### config.mk
export PLATFORM = sky130hd
export DESIGN_NAME = wb_port_arbiter
export DESIGN_NICKNAME = d
export VERILOG_FILES = /design/src/rtl/wb_port_arbiter.sv
export SDC_FILE = /design/constraint.sdc
export NUM_CORES = 1
export LEC_CHECK = 0
export BUFFER_PORTS_ARGS = -buffer_cell sky130_fd_sc_hd__buf_2
export CORE_ASPECT_RATIO = 2
export CORE_UTILIZATION = 50
export CTS_BUF_LIST = sky130_fd_sc_hd__clkbuf_8
export CTS_CLUSTER_DIAMETER = 100
export DETAILED_ROUTE_END_ITERATION = 7
export PLACE_DENSITY = 0.75
export SLEW_MARGIN = 20
export SYNTH_ARGS = -nofsm -noshare
export SYNTH_HDL_FRONTEND = slang
export SYNTH_SLANG_ARGS = --single-unit
### constraint.sdc
create_clock -name clock -period 3.3 [get_ports clock]
set_input_delay 0.66 -clock clock [delete_from_list [all_inputs] [get_ports clock]]
set_output_delay 0.66 -clock clock [all_outputs]
set_load 0.01 [all_outputs]
### src/rtl/wb_port_arbiter.sv
// wb_port_arbiter: shares the regfile write port between writeback and buffered load returns.
// Optional WB_ARB_STATS_EN adds drain-cycle and load-buffer push statistics counters.
module wb_port_arbiter #(
   parameter int IALU_WORD_WIDTH = 16,
   parameter int REG_IDX_WIDTH   = 4,
   parameter int LD_FIFO_DEPTH   = 2,
   parameter int STARVE_LIMIT    = 4,
   parameter int STARVE_W        = 3
) (
   input  logic                       clock,
   input  logic                       reset,
   input  logic                       pipe_valid,
   input  logic [REG_IDX_WIDTH-1:0]   pipe_reg_idx,
   input  logic [IALU_WORD_WIDTH-1:0] pipe_res,
   output logic                       pipe_stall,
   input  logic                       ld_valid,
   input  logic [REG_IDX_WIDTH-1:0]   ld_reg_idx,
   input  logic [IALU_WORD_WIDTH-1:0] ld_data,
   output logic                       ld_ready,
   output logic                       rf_we,
   output logic [REG_IDX_WIDTH-1:0]   rf_idx,
   output logic [IALU_WORD_WIDTH-1:0] rf_data
`ifdef WB_ARB_STATS_EN
   ,
   output logic [15:0]                stat_stall_cnt,
   output logic [15:0]                stat_ld_buf_cnt
`endif
);
   localparam int PW = $clog2(LD_FIFO_DEPTH);
   localparam int CW = $clog2(LD_FIFO_DEPTH + 1);
   localparam int EW = REG_IDX_WIDTH + IALU_WORD_WIDTH;
   localparam logic [CW-1:0] FULL = CW'(LD_FIFO_DEPTH);
   localparam logic [STARVE_W-1:0] LIMIT = STARVE_W'(STARVE_LIMIT);
   typedef enum logic {NORMAL, DRAIN} state_t;
   state_t state_q, state_d;
   logic [EW-1:0] mem_q [LD_FIFO_DEPTH];
   logic [PW-1:0] wptr_q, rptr_q;
   logic [CW-1:0] cnt_q, cnt_d;
   logic [STARVE_W-1:0] starve_q, starve_d;
   logic empty, drain, grant_pipe, grant_fifo, grant_ld, push, grant;
   logic [EW-1:0] win;
   always_ff @(posedge clock or posedge reset) begin
      if (reset) state_q <= NORMAL;
      else state_q <= state_d;
   end
   // Leave DRAIN only once the buffer is fully emptied, so a drain never half-finishes.
   always_comb begin
      state_d = state_q == DRAIN ? (cnt_d == '0 ? NORMAL : DRAIN)
                                 : (starve_d == LIMIT ? DRAIN : NORMAL);
   end
   always_comb begin
      pipe_stall = state_q == DRAIN;
      ld_ready   = cnt_q != FULL;
   end
   // A buffered load always goes before a new one, so direct bypass needs an empty buffer.
   always_comb begin
      empty      = cnt_q == '0;
      drain      = state_q == DRAIN;
      grant_pipe = !drain && pipe_valid;
      grant_fifo = !grant_pipe && !empty;
      grant_ld   = !grant_pipe && empty && ld_valid;
      push       = ld_valid && ld_ready && !grant_ld;
      grant      = grant_pipe || grant_fifo || grant_ld;
      win        = grant_pipe ? {pipe_reg_idx, pipe_res}
                 : grant_fifo ? mem_q[rptr_q] : {ld_reg_idx, ld_data};
      cnt_d      = cnt_q + CW'(push) - CW'(grant_fifo);
      starve_d   = (empty || grant_fifo) ? '0 : starve_q + 1'b1;
   end
   always_ff @(posedge clock) begin
      if (push) mem_q[wptr_q] <= {ld_reg_idx, ld_data};
   end
   always_ff @(posedge clock or posedge reset) begin
      if (reset) begin
         cnt_q    <= '0;
         wptr_q   <= '0;
         rptr_q   <= '0;
         starve_q <= '0;
         rf_we    <= 1'b0;
         rf_idx   <= '0;
         rf_data  <= '0;
      end else begin
         cnt_q    <= cnt_d;
         wptr_q   <= push ? wptr_q + 1'b1 : wptr_q;
         rptr_q   <= grant_fifo ? rptr_q + 1'b1 : rptr_q;
         starve_q <= starve_d;
         rf_we    <= grant;
         if (grant) {rf_idx, rf_data} <= win;
      end
   end
`ifdef WB_ARB_STATS_EN
   logic [15:0] stall_cnt_q, buf_cnt_q;
   always_ff @(posedge clock or posedge reset) begin
      if (reset) begin
         stall_cnt_q <= '0;
         buf_cnt_q   <= '0;
      end else begin
         if (drain && stall_cnt_q != 16'hFFFF) stall_cnt_q <= stall_cnt_q + 1'b1;
         if (push && buf_cnt_q != 16'hFFFF) buf_cnt_q <= buf_cnt_q + 1'b1;
      end
   end
   assign stat_stall_cnt  = stall_cnt_q;
   assign stat_ld_buf_cnt = buf_cnt_q;
`endif
endmodule

# [Word-level counts from Yosys, hierarchy flattened]
# Memory sizes are Yosys's and may differ from the RTL's.
# Index checks and enable logic that the tools add are counted.
[classes] addsub=5 reduce_logical=15 eq_ne=2 muxes=8
[ops] op="two-way mux 20 bit" count=2
[ops] op="logical AND 1 bit" count=6
[ops] op="two-way mux 1 bit" count=5
[ops] op="zero test 1 bit" count=4
[ops] op="zero test 2 bit" count=2
[ops] op="adder 3 x 1 -> 3 bit, second input constant" count=1
[ops] op="== test 3 bit, second input constant" count=1
[ops] op="logical OR 1 bit" count=3
[ops] op="two-way mux 3 bit" count=1
[ops] op="adder 1 bit, second input constant" count=2
[ops] op="adder 2 x 1 -> 2 bit" count=1
[ops] op="!= test 2 bit, second input constant" count=1
[ops] op="subtractor 2 x 1 -> 2 bit" count=1
[totals] word_cells=39 register_bits=29 ramBits=40 input_bits=44 memories=1 output_inout_bits=23
[mem_list] name="mem_q" depth=2 word_bits=20 rd=1 rd_clocked_by_memory_dff=0 write_ports=1 line_no="36" rtl="logic [EW-1:0] mem_q [LD_FIFO_DEPTH];"

# [Depth between registers and ports, before layout]
[logic_depth] word_depth=12 ltp_mapped=10 depth_no_buf=8

# [Worst setup path before layout]
# No wires, ideal clock.
[synth_path] path_kind="input to register" from="input port ld_valid" to="memory mem_q[0][0] in the netlist's numbering, enable pin" required_time_ns=2.903 path_buffers=2 setup_slack_ns=0.812 stages=4 setup_ns=0.397 arrival_ns=2.091 cell_sequence="buf_2 buf_2 o21ai_0 nor2_1"
[synth_between] elab_chain_cells=5 word_cells_on_any_way=6 cone_classes="2 x mux; 4 x reduce/logical"
[synth_lines] item="from (decl)" line_no="16" rtl="input logic ld_valid,"
[synth_lines] item="logical AND 1 bit" line_no="61" rtl="grant_ld = !grant_pipe && empty && ld_valid;"
[synth_lines] item="zero test 1 bit" line_no="62" rtl="push = ld_valid && ld_ready && !grant_ld;"
[synth_lines] item="logical AND 1 bit *" line_no="62"
[synth_lines] item="two-way mux 1 bit *" line_no="70" rtl="if (push) mem_q[wptr_q] <= {ld_reg_idx, ld_data};"
[synth_lines] item="two-way mux 1 bit (implied by the code) *" line_no="70"
[synth_lines] item="to (decl)" line_no="36"
# Every way passes the cells marked *; elsewhere a longest branch is shown, timed or not.

# [Worst setup path after layout]
[layout_path] from="input port pipe_valid" to="register state_q (netlist: pipe_stall)"
[layout_between] elab_chain_cells=11 word_cells_on_any_way=16 cone_classes="2 x add/sub; 1 x eq/ne; 4 x mux; 9 x reduce/logical"
[layout_lines] item="from (decl)" line_no="12" rtl="input logic pipe_valid,"
[layout_lines] item="logical AND 1 bit *" line_no="59" rtl="grant_pipe = !drain && pipe_valid;"
[layout_lines] item="zero test 1 bit *" line_no="60, 61"
[layout_lines] item="logical AND 1 bit (2 in series)" line_no="61"
[layout_lines] item="zero test 1 bit" line_no="62"
[layout_lines] item="logical AND 1 bit" line_no="62"
[layout_lines] item="adder 2 x 1 -> 2 bit" line_no="66" rtl="cnt_d = cnt_q + CW'(push) - CW'(grant_fifo);"
[layout_lines] item="subtractor 2 x 1 -> 2 bit *" line_no="66"
[layout_lines] item="named net cnt_d[1]" line_no="38" rtl="logic [CW-1:0] cnt_q, cnt_d;"
[layout_lines] item="zero test 2 bit *" line_no="48" rtl="state_d = state_q == DRAIN ? (cnt_d == '0 ? NORMAL : DRAIN)"
[layout_lines] item="two-way mux 1 bit * (2 in series)" line_no="48"
[layout_lines] item="named net state_d" line_no="35" rtl="state_t state_q, state_d;"
[layout_lines] item="to (signal assigned)" line_no="44" rtl="else state_q <= state_d;"
[layout_lines] item="to (decl)" line_no="35"
# The timed path passes the listed nets; every way through them passes the cells marked *.
# A chain may end at the register's enable or synchronous reset.

==> impl_results.md <==
* Worst-path cell chain: buf_2 -> nor3b_1 -> o21ai_0 -> ha_1 -> inv_1 -> ha_1 -> xor3_1 -> o21ai_0 -> o41ai_1
* CTS tree: yes
* Antenna violations before repair at 0
* Post-layout min period at 2.30 ns
* Synth-to-Final Area Change at 18.2%
* Yosys reg bits at 69
* Dpl hpwl at 4260 um
* Largest stage delay, worst path at 0.54 ns
* Worst slew pin tran at 1.02 ns
* Largest net degree at the start of global routing at 31
* Final Setup Violations at 0
* Most common cell after layout, fill and taps aside: buf_2
* Post-synth EDFFs at 40
* Die Y at 112 um
* Failing checks: design-rule violations
* Syn nets at 282
* Status: finished, violations left
* Fillers at 481
* # nets final at 347
* CP Capture Type: flop
* Gate Count Post-Synth at 235
* Placer Congestion at 0.718
* CP top delay family: compound AO/OA/AOI/OAI gates
* Via Count at 2165
* Max-slew violation count at 0
* Req. time, crit path at 3.52 ns
* Post-Syn Area at 0.00302 mm2
* Row count at 39
* Leakage at 1.48 nW
* PostCTS Resize Cnt at 0
* Mapped Avg Cell Area at 12.9 um2
* Worst slew margin at 0.321
* ANT nets after route at 0
* Core area at 0.00576 mm2
* I/O Buffers at 66
* Startpoint types: primary input
* Critical Path AT at 2.52 ns
* Fin Setup TNS at 0 ns
* Yosys cell types at 30
* CTS Hold Bufs at 0
* Yosys warning total at 0
* CTS Buf Count at 9
* Die area at 0.00638 mm2
* Layout cells sized above 1 at 0.295
* Setup Fix Bufs, Post-CTS at 0
* First-pass iteration count of the detailed router at 6
* Total gr overflow at 0
* Reg area at 0.00193 mm2
* RSZ-0062 raised after global routing: no
* FMAX at 435 MHz
* Total GRT Usage at 0.230
* Slowest cell on crit path: o21ai_0
* First-iteration detailed-routing DRC count at 90
* First-pass GRT wire length at 10900 um
* Io pins at 67
* CTS H-tree lvls at 3
* CP max FO at 4
* Post-route DRC at 2
* Initial Util at 0.525
* Bufs and invs on worst path at 2
* Wirelength per Cell at 18.0 um
* Pwr Total at 0.00292 W
* Most frequent cells in the layout: 66 x buf_2, 40 x edfxtp_1, 29 x dfrtp_1
* Die Width at 57.0 um
* Vias per cell at 5.92
* Min-Delay Path Class: primary input to asynchronous set/reset pin
* Clk_lat worst skew at 0.34 ns
* Worst Skew at 0.00576 ns
* Vias in the first global route at 2254
* Clk pin slew, worst setup/hold paths at 0.07 ns
* CTS max path bufs at 2
* Final period util at 0.696
* Peak VDD IR at 592 uV
* Total routed wirelength at 6600 um
* Clock sink count at 69
* Max-Cap Viols at 0
* Multi-input logic area at 945 um2
* Fin. Hold Viols at 0
* Clock root buffer: clkbuf_8
* Main synth FF type: edfxtp_1
* Seq/Total Area, Yosys at 0.637
* Diodes inserted at 0
* Async set-reset flop share out of synthesis at 0.420
* PD cells at 818 mW/mm2
* Crit Path Category: primary input to flop
## worst reg2reg max path, cell delays in order, from the launching register on
cell	delay (ns)
dfrtp_1	0.44
nor3b_1	0.08
o21ai_0	0.54
ha_1	0.35
inv_1	0.06
ha_1	0.14
xor3_1	0.26
o21ai_0	0.16
o41ai_1	0.10
## layout make-up
type                       instances  share of cell area
clock buffer                      12              0.0462
clock inverter                     4             0.00455
inverter                          18              0.0189
multi-input combinational        130               0.264
sequential                        69               0.539
tap                               61              0.0214
timing repair buffer              72               0.105
## final timing paths
kind                               end  slack [ns]        start  cells after the start
min in group clock         starve_q[0]        0.47  starve_q[0]                      1
max in group asynchronous  rf_data[15]        2.62        reset                      3
hold reg to reg            starve_q[0]        0.47  starve_q[0]                      1
hold / removal              rf_data[0]        0.39        reset                      3
setup / recovery            pipe_stall        1.00   pipe_valid                      9
setup reg to reg            pipe_stall        1.05   pipe_stall                      8
## routing by layer
metal | GRT usage | wire, um
met1 | 0.253 | 2640
met2 | 0.405 | 3630
met3 | 0.0592 | 223
met4 | 0.0992 | 111
met5 | 0 | 0
## power by group
part / total, W / switching [W] / internal, W
combinational: 0.000969 / 0.000567 / 0.000403
clock: 0.000621 / 0.000295 / 0.000325
sequential: 0.00133 / 0.000140 / 0.00119
total: 0.00292 / 0.00100 / 0.00192
## registers in the layout, summed over array words and instances, names as in the netlist
signal,count
mem_q,40
cnt_q,2
rf_idx,4
wptr_q,1
rf_data,16
rf_we,1
starve_q,3
rptr_q,1
pipe_stall,1
## cell usage after synthesis (7+ instances only)
| cell | count | share of area |
|---|---|---|
| nor2_1 | 20 | 0.025 |
| clkbuf_1 | 7 | 0.0087 |
| a2111oi_0 | 14 | 0.041 |
| a211oi_1 | 14 | 0.035 |
| buf_2 | 8 | 0.013 |
| edfxtp_1 | 40 | 0.40 |
| nor3_1 | 12 | 0.020 |
| o32ai_1 | 14 | 0.041 |
| dfrtp_1 | 29 | 0.24 |
| nor2b_1 | 20 | 0.041 |
| inv_1 | 18 | 0.022 |
## stage by stage
step | area [um2] | setup slack [ns] | util | cells | hold WS, ns
2_1_floorplan | 3020 | 0.812 | - | 235 | 0.430
3_3_place_gp | 3390 | 0.831 | 0.589 | 350 | 0.461
3_5_place_dp | 3390 | 0.656 | 0.589 | 350 | 0.457
4_1_cts | 3570 | 1.02 | 0.620 | 366 | 0.386
5_1_grt | 3570 | 0.798 | 0.620 | 366 | 0.423
6_report | 3570 | 1.00 | 0.620 | 366 | 0.390
## kinds of logic after synthesis
kind of cell               count (synthesis)  synth area share
buffers and inverters                     36            0.0542
DFF                                       69             0.637
xor gates and xnor gates                   4            0.0166
AOI/OAI and AO/OA                         51             0.142
adders and majority gates                  3            0.0124
muxes                                      6            0.0199
and+or+nand+nor                           66             0.118
(Power assumes the default switching activity.)
